<file path="src/rtl/display_scan_controller_pkg.sv">
// Shared types and constants for the display scan controller.
//   scan_state_t : scan FSM states (GUARD = all digits dark, SHOW = one digit lit)
//   DIG_*        : digit index constants, also the bit positions in digit_en
//   bcd_digit_t  : one 4-bit BCD digit
//   onehot4      : digit index to one-hot digit enable
package display_scan_controller_pkg;

    typedef enum logic {
        GUARD = 1'b0,
        SHOW  = 1'b1
    } scan_state_t;

    localparam logic [1:0] DIG_SEC_U = 2'd0;
    localparam logic [1:0] DIG_SEC_T = 2'd1;
    localparam logic [1:0] DIG_MIN_U = 2'd2;
    localparam logic [1:0] DIG_MIN_T = 2'd3;

    typedef logic [3:0] bcd_digit_t;

    function automatic logic [3:0] onehot4(input logic [1:0] idx);
        return 4'b0001 << idx;
    endfunction

endpackage

</file>
<file path="src/rtl/display_scan_controller_if.sv">
// Bus between the timer counters and the display scan controller.
//   load, second_unit, second_tens, minute_unit, minute_tens, blank : timer -> controller
//   seg_out, digit_en, scan_idx, update_pending, frame_done        : controller -> display/timer
// master: the timer side (drives digits and strobes); slave: the scan controller.
interface display_scan_controller_if;
    import display_scan_controller_pkg::*;

    logic       load;
    bcd_digit_t second_unit;
    bcd_digit_t second_tens;
    bcd_digit_t minute_unit;
    bcd_digit_t minute_tens;
    logic       blank;
    logic [6:0] seg_out;
    logic [3:0] digit_en;
    logic [1:0] scan_idx;
    logic       update_pending;
    logic       frame_done;

    modport master (
        output load, second_unit, second_tens, minute_unit, minute_tens, blank,
        input  seg_out, digit_en, scan_idx, update_pending, frame_done
    );

    modport slave (
        input  load, second_unit, second_tens, minute_unit, minute_tens, blank,
        output seg_out, digit_en, scan_idx, update_pending, frame_done
    );

endinterface

</file>
<file path="src/rtl/display_scan_controller_decoder.sv">
// SevenSegmentsDecoder: BCD digit to seven-segment pattern, purely combinational.
//   bcd      : 4-bit digit value
//   segments : {g,f,e,d,c,b,a}, 1 = segment lit
// Codes above 9 have no glyph and produce an all-dark pattern.
module display_scan_controller_decoder
    import display_scan_controller_pkg::*;
(
    input  bcd_digit_t bcd,
    output logic [6:0] segments
);

    always_comb begin
        case (bcd)
            4'd0:    segments = 7'h3F;
            4'd1:    segments = 7'h06;
            4'd2:    segments = 7'h5B;
            4'd3:    segments = 7'h4F;
            4'd4:    segments = 7'h66;
            4'd5:    segments = 7'h6D;
            4'd6:    segments = 7'h7D;
            4'd7:    segments = 7'h07;
            4'd8:    segments = 7'h7F;
            4'd9:    segments = 7'h6F;
            default: segments = 7'h00;
        endcase
    end

endmodule

</file>
<file path="src/rtl/display_scan_controller.sv">
// Time-multiplexed scan controller for the 4-digit MM:SS seven-segment display.
// Visits digits 0..3 in turn; each visit is a GUARD interval (all dark) followed
// by a SHOW interval (one digit lit). One shared decoder serves all digits.
// Loaded digits land in a pending bank and are copied to the displayed shadow
// bank only at the frame boundary, so a frame never mixes old and new digits.
//   clk, reset : clock, synchronous active-high reset
//   bus        : display_scan_controller_if.slave (digit inputs, load, blank,
//                seg_out, digit_en, scan_idx, update_pending, frame_done)
// Parameters: DWELL_CYCLES (lit cycles per visit), GUARD_CYCLES (dark cycles before each visit).
// Optional macro LEADING_ZERO_BLANK_EN: keeps the minute-tens digit dark while it is 0.
module display_scan_controller
    import display_scan_controller_pkg::*;
#(
    parameter int DWELL_CYCLES = 50000,
    parameter int GUARD_CYCLES = 16
)
(
    input  logic                      clk,
    input  logic                      reset,
    display_scan_controller_if.slave  bus
);

    localparam int CNT_MAX = (DWELL_CYCLES > GUARD_CYCLES) ? DWELL_CYCLES : GUARD_CYCLES;
    localparam int CNT_W   = (CNT_MAX > 1) ? $clog2(CNT_MAX) : 1;
    localparam logic [CNT_W-1:0] GUARD_LAST = CNT_W'(GUARD_CYCLES - 1);
    localparam logic [CNT_W-1:0] DWELL_LAST = CNT_W'(DWELL_CYCLES - 1);

    scan_state_t      state, next_state;
    logic [CNT_W-1:0] cnt, cnt_next;
    logic [1:0]       idx, idx_next;

    bcd_digit_t pending [4];
    bcd_digit_t shadow  [4];
    logic       update_pending;
    logic [6:0] seg_out_r;
    logic [3:0] digit_en_r;

    logic [6:0] dec_out;
    logic       frame_done_c;
    logic       commit;
    logic [3:0] digit_en_next;

    // State register: reset abandons the frame and restarts at digit 0's guard.
    always_ff @(posedge clk) begin
        if (reset) begin
            state <= GUARD;
            cnt   <= '0;
            idx   <= DIG_SEC_U;
        end else begin
            state <= next_state;
            cnt   <= cnt_next;
            idx   <= idx_next;
        end
    end

    // Next state: the counter restarts on every GUARD/SHOW transition.
    always_comb begin
        next_state = state;
        cnt_next   = cnt + CNT_W'(1);
        idx_next   = idx;
        case (state)
            GUARD: begin
                if (cnt == GUARD_LAST) begin
                    next_state = SHOW;
                    cnt_next   = '0;
                end
            end
            SHOW: begin
                if (cnt == DWELL_LAST) begin
                    next_state = GUARD;
                    cnt_next   = '0;
                    idx_next   = idx + 2'd1;
                end
            end
            default: begin
                next_state = GUARD;
                cnt_next   = '0;
            end
        endcase
    end

    // Outputs decoded from the state: frame boundary, commit and next digit enable.
    always_comb begin
        frame_done_c  = (state == SHOW) && (cnt == DWELL_LAST) && (idx == DIG_MIN_T);
        commit        = frame_done_c && update_pending;
        digit_en_next = '0;
        if ((state == SHOW) && !bus.blank) begin
            digit_en_next = onehot4(idx);
        end
`ifdef LEADING_ZERO_BLANK_EN
        if ((idx == DIG_MIN_T) && (shadow[DIG_MIN_T] == 4'd0)) begin
            digit_en_next = '0;
        end
`endif
    end

    display_scan_controller_decoder u_seven_segments_decoder (
        .bcd      (shadow[idx]),
        .segments (dec_out)
    );

    // Digit banks and output registers. On a load that coincides with the commit,
    // shadow takes the old pending value and update_pending stays set for the new one.
    always_ff @(posedge clk) begin
        if (reset) begin
            pending        <= '{default: '0};
            shadow         <= '{default: '0};
            update_pending <= 1'b0;
            seg_out_r      <= '0;
            digit_en_r     <= '0;
        end else begin
            if (bus.load) begin
                pending[DIG_SEC_U] <= bus.second_unit;
                pending[DIG_SEC_T] <= bus.second_tens;
                pending[DIG_MIN_U] <= bus.minute_unit;
                pending[DIG_MIN_T] <= bus.minute_tens;
            end
            if (commit) begin
                shadow <= pending;
            end
            if (bus.load) begin
                update_pending <= 1'b1;
            end else if (commit) begin
                update_pending <= 1'b0;
            end
            seg_out_r  <= dec_out;
            digit_en_r <= digit_en_next;
        end
    end

    assign bus.seg_out        = seg_out_r;
    assign bus.digit_en       = digit_en_r;
    assign bus.scan_idx       = idx;
    assign bus.update_pending = update_pending;
    assign bus.frame_done     = frame_done_c;

endmodule
</file>
<file path="src/flat_wrapper.sv">
// flat-port wrapper written by rule: the top's interface ports become plain ports
module display_scan_controller_flat import display_scan_controller_pkg::*;
#(
    parameter int DWELL_CYCLES = 50000,
    parameter int GUARD_CYCLES = 16
)
  (clk, reset, bus_load, bus_second_unit, bus_second_tens, bus_minute_unit, bus_minute_tens, bus_blank, bus_seg_out, bus_digit_en, bus_scan_idx, bus_update_pending, bus_frame_done);
  display_scan_controller_if bus_i ();
  input  logic clk;
  input  logic reset;
  input wire logic [$bits(bus_i.load)-1:0] bus_load;
  input wire logic [$bits(bus_i.second_unit)-1:0] bus_second_unit;
  input wire logic [$bits(bus_i.second_tens)-1:0] bus_second_tens;
  input wire logic [$bits(bus_i.minute_unit)-1:0] bus_minute_unit;
  input wire logic [$bits(bus_i.minute_tens)-1:0] bus_minute_tens;
  input wire logic [$bits(bus_i.blank)-1:0] bus_blank;
  output wire logic [$bits(bus_i.seg_out)-1:0] bus_seg_out;
  output wire logic [$bits(bus_i.digit_en)-1:0] bus_digit_en;
  output wire logic [$bits(bus_i.scan_idx)-1:0] bus_scan_idx;
  output wire logic [$bits(bus_i.update_pending)-1:0] bus_update_pending;
  output wire logic [$bits(bus_i.frame_done)-1:0] bus_frame_done;
  assign bus_i.load = bus_load;
  assign bus_i.second_unit = bus_second_unit;
  assign bus_i.second_tens = bus_second_tens;
  assign bus_i.minute_unit = bus_minute_unit;
  assign bus_i.minute_tens = bus_minute_tens;
  assign bus_i.blank = bus_blank;
  assign bus_seg_out = bus_i.seg_out;
  assign bus_digit_en = bus_i.digit_en;
  assign bus_scan_idx = bus_i.scan_idx;
  assign bus_update_pending = bus_i.update_pending;
  assign bus_frame_done = bus_i.frame_done;
  display_scan_controller #(.DWELL_CYCLES(DWELL_CYCLES), .GUARD_CYCLES(GUARD_CYCLES)) u_core (.clk(clk), .reset(reset), .bus(bus_i));
endmodule
</file>
<file path="config.mk">
export PLATFORM = sky130hd
export DESIGN_NAME = display_scan_controller_flat
export DESIGN_NICKNAME = d
export VERILOG_FILES = /design/src/rtl/display_scan_controller_pkg.sv /design/src/rtl/display_scan_controller_if.sv /design/src/rtl/display_scan_controller_decoder.sv /design/src/rtl/display_scan_controller.sv /design/src/flat_wrapper.sv
export SDC_FILE = /design/constraint.sdc
export NUM_CORES = 1
export LEC_CHECK = 0
export BUFFER_PORTS_ARGS = -buffer_cell sky130_fd_sc_hd__buf_2
export CORE_MARGIN = 2
export CORE_UTILIZATION = 45
export CTS_CLUSTER_DIAMETER = 150
export CTS_CLUSTER_SIZE = 30
export DETAILED_ROUTE_END_ITERATION = 12
export GPL_TIMING_DRIVEN = 0
export PLACE_DENSITY = 0.71
export SYNTH_ARGS = -nofsm -noshare
export SYNTH_HDL_FRONTEND = slang
export SYNTH_HIERARCHICAL = 1
export SYNTH_SLANG_ARGS = --single-unit
</file>
<file path="constraint.sdc">
create_clock -name clk -period 2.7 [get_ports clk]
set_input_delay 0.54 -clock clk [delete_from_list [all_inputs] [get_ports clk]]
set_output_delay 0.54 -clock clk [all_outputs]
set_load 0.01 [all_outputs]
</file>
==> summary.md <==
| Metric | Value |
|---|---|
| Post-CTS sizing | 0 |
| Max Slew Vio Count | 0 |
| Routed Antenna Nets | 0 |
| Final hold violations | 0 |
| Post-synth EDFFs | 0 |
| Fin crit period | 2.47 ns |
| Largest net degree at the start of global routing | 12 |
| Synth warnings | 6 |
| Worst Path Required | 2.16 ns |
| Worst hold path type | in2reg |
| Vias in the first global route | 2098 |
| TritonCTS clock tree | done |
| Number of top-level pins | 35 |
| Total power | 2.16 mW |
| Commonest cells post-synth | 63 x dfxtp_1, 25 x nor2_1, 21 x o21ai_0 |
| Post-Syn Instances | ~300 |
| Synth Cell Area | 0.00284 mm2 |
| Sink Count | 63 |
| Num CTS Buffers | 9 |
| Fin crit share | 0.915 |
| Layout cells sized above 1 | 0.213 |
| WS Path Type | reg2out |
| Worst rel slew slack | 0.648 |
| Hold_sp | bus_minute_tens[2] |
| H-tree level count | 3 |
| Core ar. | 0.00599 mm2 |
| Initial antenna violation count | 0 |
| Sequential share of the synthesized area | 0.445 |
| CTS root buf | clkbuf_8 |
| Most common cell in the netlist | dfxtp_1 |
| FP Rows | 28 |
| Crit path max fanout | 5 |
| Vias per cell | 5.33 |
| Critical Path Max Stage Delay | 0.38 ns |
| Routed via count | between 2k and 2.5k |
| Worst setup EP type | output pin |
| Final WL | 5640 um |
| Leakage power | 1.30 nW |
| Worst Setup SP | u_core/cnt[0] |
| Post-CTS setup buffer count | 0 |
| # port buffers | 32 |
| CTS max path bufs | 2 |
| Top cell type's share of synthesized area | 0.445 |
| Area growth from synthesis to layout | 18.8% |
| Die ar. | 0.00695 mm2 |
| Async SR Flop Fraction | 0 |
| Drt first-iter violations | 85 |
| Max Fclk | slightly above 0.4 GHz |
| Synth Area in Compound Gates | 0.0997 |
| Layout Nets | 370 |
| Final setup TNS | 0 ns |
| Max Cap Violations | 0 |
| First-pass GRT wire length | between 9000 and 10000 um |
| Final setup violating endpoints | 0 |
| Synth Area in XOR/XNOR | 0.0463 |
| Clk_lat worst skew | 0.34 ns |
| Worst vdd ir | about 0.5 mV |
| Hold_buf cts | 0 |
| Chip height | 83.4 um |
| Syn_nets | about 330 |
| CP Cell Sequence | ha_1, and3_1, nand3_2, nor3_1, buf_2 |
| Skew final | 0.00577 ns |
| Gp weighted congestion | roughly 0.85 |
| Post-Syn Area per Cell | about 9.5 um2 |
| Largest family of logic cells by synthesized area | simple AND/OR/NAND/NOR gates |
| Synth Area in Simple Gates | 0.232 |
| DP HPWL | 4070 um |
| Avg WL per Cell | between 10 and 15 um |
| Top_reg_cell synth | dfxtp_1 |
| R2R Path Start | u_core/bus.scan_idx[1] |
| Antenna Cells | 0 |
| Startpoint types | flop |
| GRT Util Overall | 0.176 |
| Die span in x | 83.4 um |
| Post-synthesis cell type count | 38 |
| Measured slew at the worst slew-check pin | 0.528 ns |
| Worst-path clk slew | ~0.070 ns |
| Starting Density | 0.473 |
| Yosys top cell by area | dfxtp_1 |
| WP data arrival | just under 2 ns |
| CP max-delay cell | dfxtp_1 |
| DRC Markers | 0 |
| Top post-synthesis cells by area | dfxtp_1 44%, mux2i_1 6.0%, nand4_1 4.2% |
| Drt pass-1 iters | 4 |
| PwrDens | 642 mW/mm2 |
| Status | finished, final reports clean |
| Post-Synth Adder-Cell Area | 0.0353 |
| GRT Residual Overflow | 0 |
| Number of synthesized register bits | 63 |
| RSZ-0062 raised after global routing | false |
| Mux share of post-synthesis cell area | 0.0918 |
[worst paths after layout]
path / cells past startpoint / end / slack [ns]
min: 3 / u_core/pending[2] / 0.43
max: 5 / bus_frame_done / 0.23
min reg2reg: 2 / u_core/shadow[3] / 0.48
max reg2reg: 8 / u_core/bus.seg_out[0] / 0.44
[registers in the layout, summed over array words and instances (netlist names)]
name	flops
u_core/pending	16
u_core/cnt	16
u_core/bus.seg_out	7
u_core/shadow	16
u_core/bus.digit_en	4
u_core/state	1
u_core/bus.update_pending	1
u_core/bus.scan_idx	2
[cells by family (layout without fill, tap and decap cells)]
kind of cell	after synthesis	in the layout
AOI/OAI and AO/OA	51	51
xor gates and xnor gates	15	15
adders and majority gates	8	8
buffers and inverters	29	77
DFF	63	63
muxes	21	21
and+or+nand+nor	112	112
[stage by stage]
step	util	worst slack (ns)	instance area [um2]	hold WS, ns	std cells
2_1_floorplan	-	0.618	2840	0.446	299
3_3_place_gp	0.516	0.464	3090	0.456	406
3_5_place_dp	0.516	0.438	3090	0.467	406
4_1_cts	0.562	0.169	3370	0.414	422
5_1_grt	0.562	0.0668	3370	0.419	422
6_report	0.562	0.228	3370	0.433	422
[worst max-delay path, delay by kind of cell, from the launching register on]
kind                       cells  cell delay (ns)
adders and majority gates      1             0.22
buffers and inverters          1             0.20
and+or+nand+nor                3             0.79
DFF                            1             0.38
[placed cells by master, fill, tap and decap left out, types with 9 or more instances in the layout]
| cell type | Yosys | layout |
|---|---|---|
| dfxtp_1 | 63 | 63 |
| buf_2 | 4 | 36 |
| nor2_1 | 25 | 25 |
| o21ai_0 | 21 | 21 |
| a21oi_1 | 20 | 20 |
| nand4_1 | 19 | 19 |
| nor3_1 | 18 | 18 |
| mux2i_1 | 17 | 17 |
| clkbuf_1 | 13 | 13 |
| xnor2_1 | 13 | 13 |
| clkbuf_8 | 0 | 11 |
| nand2_1 | 9 | 9 |
[where the power goes]
group | internal (mW) | total, mW | leakage, nW | switching, mW
sequential | 0.953 | 0.967 | 0.514 | 0.0139
combinational | 0.0362 | 0.0783 | 0.655 | 0.0422
clock | 0.757 | 1.12 | 0.136 | 0.359
[final cells by class]
class                      count  area [um2]
buffer                        23         121
clock buffer                  11         151
clock inverter                 5         128
fill                         545        2620
inverter                       6        22.5
multi-input combinational    207        1430
sequential                    63        1260
tap                           75        93.8
timing repair buffer          32         160
[layer usage]
metal / GRT usage / vias to the layer above / wire length [um]
met2: 0.262 / 45 / 2550
met4: 0.0700 / 0 / 63
met3: 0.0567 / 7 / 338
li1: - / 1150 / -
met1: 0.237 / 1048 / 2690
met5: 0 / - / 0
(Power assumes the default switching activity.)
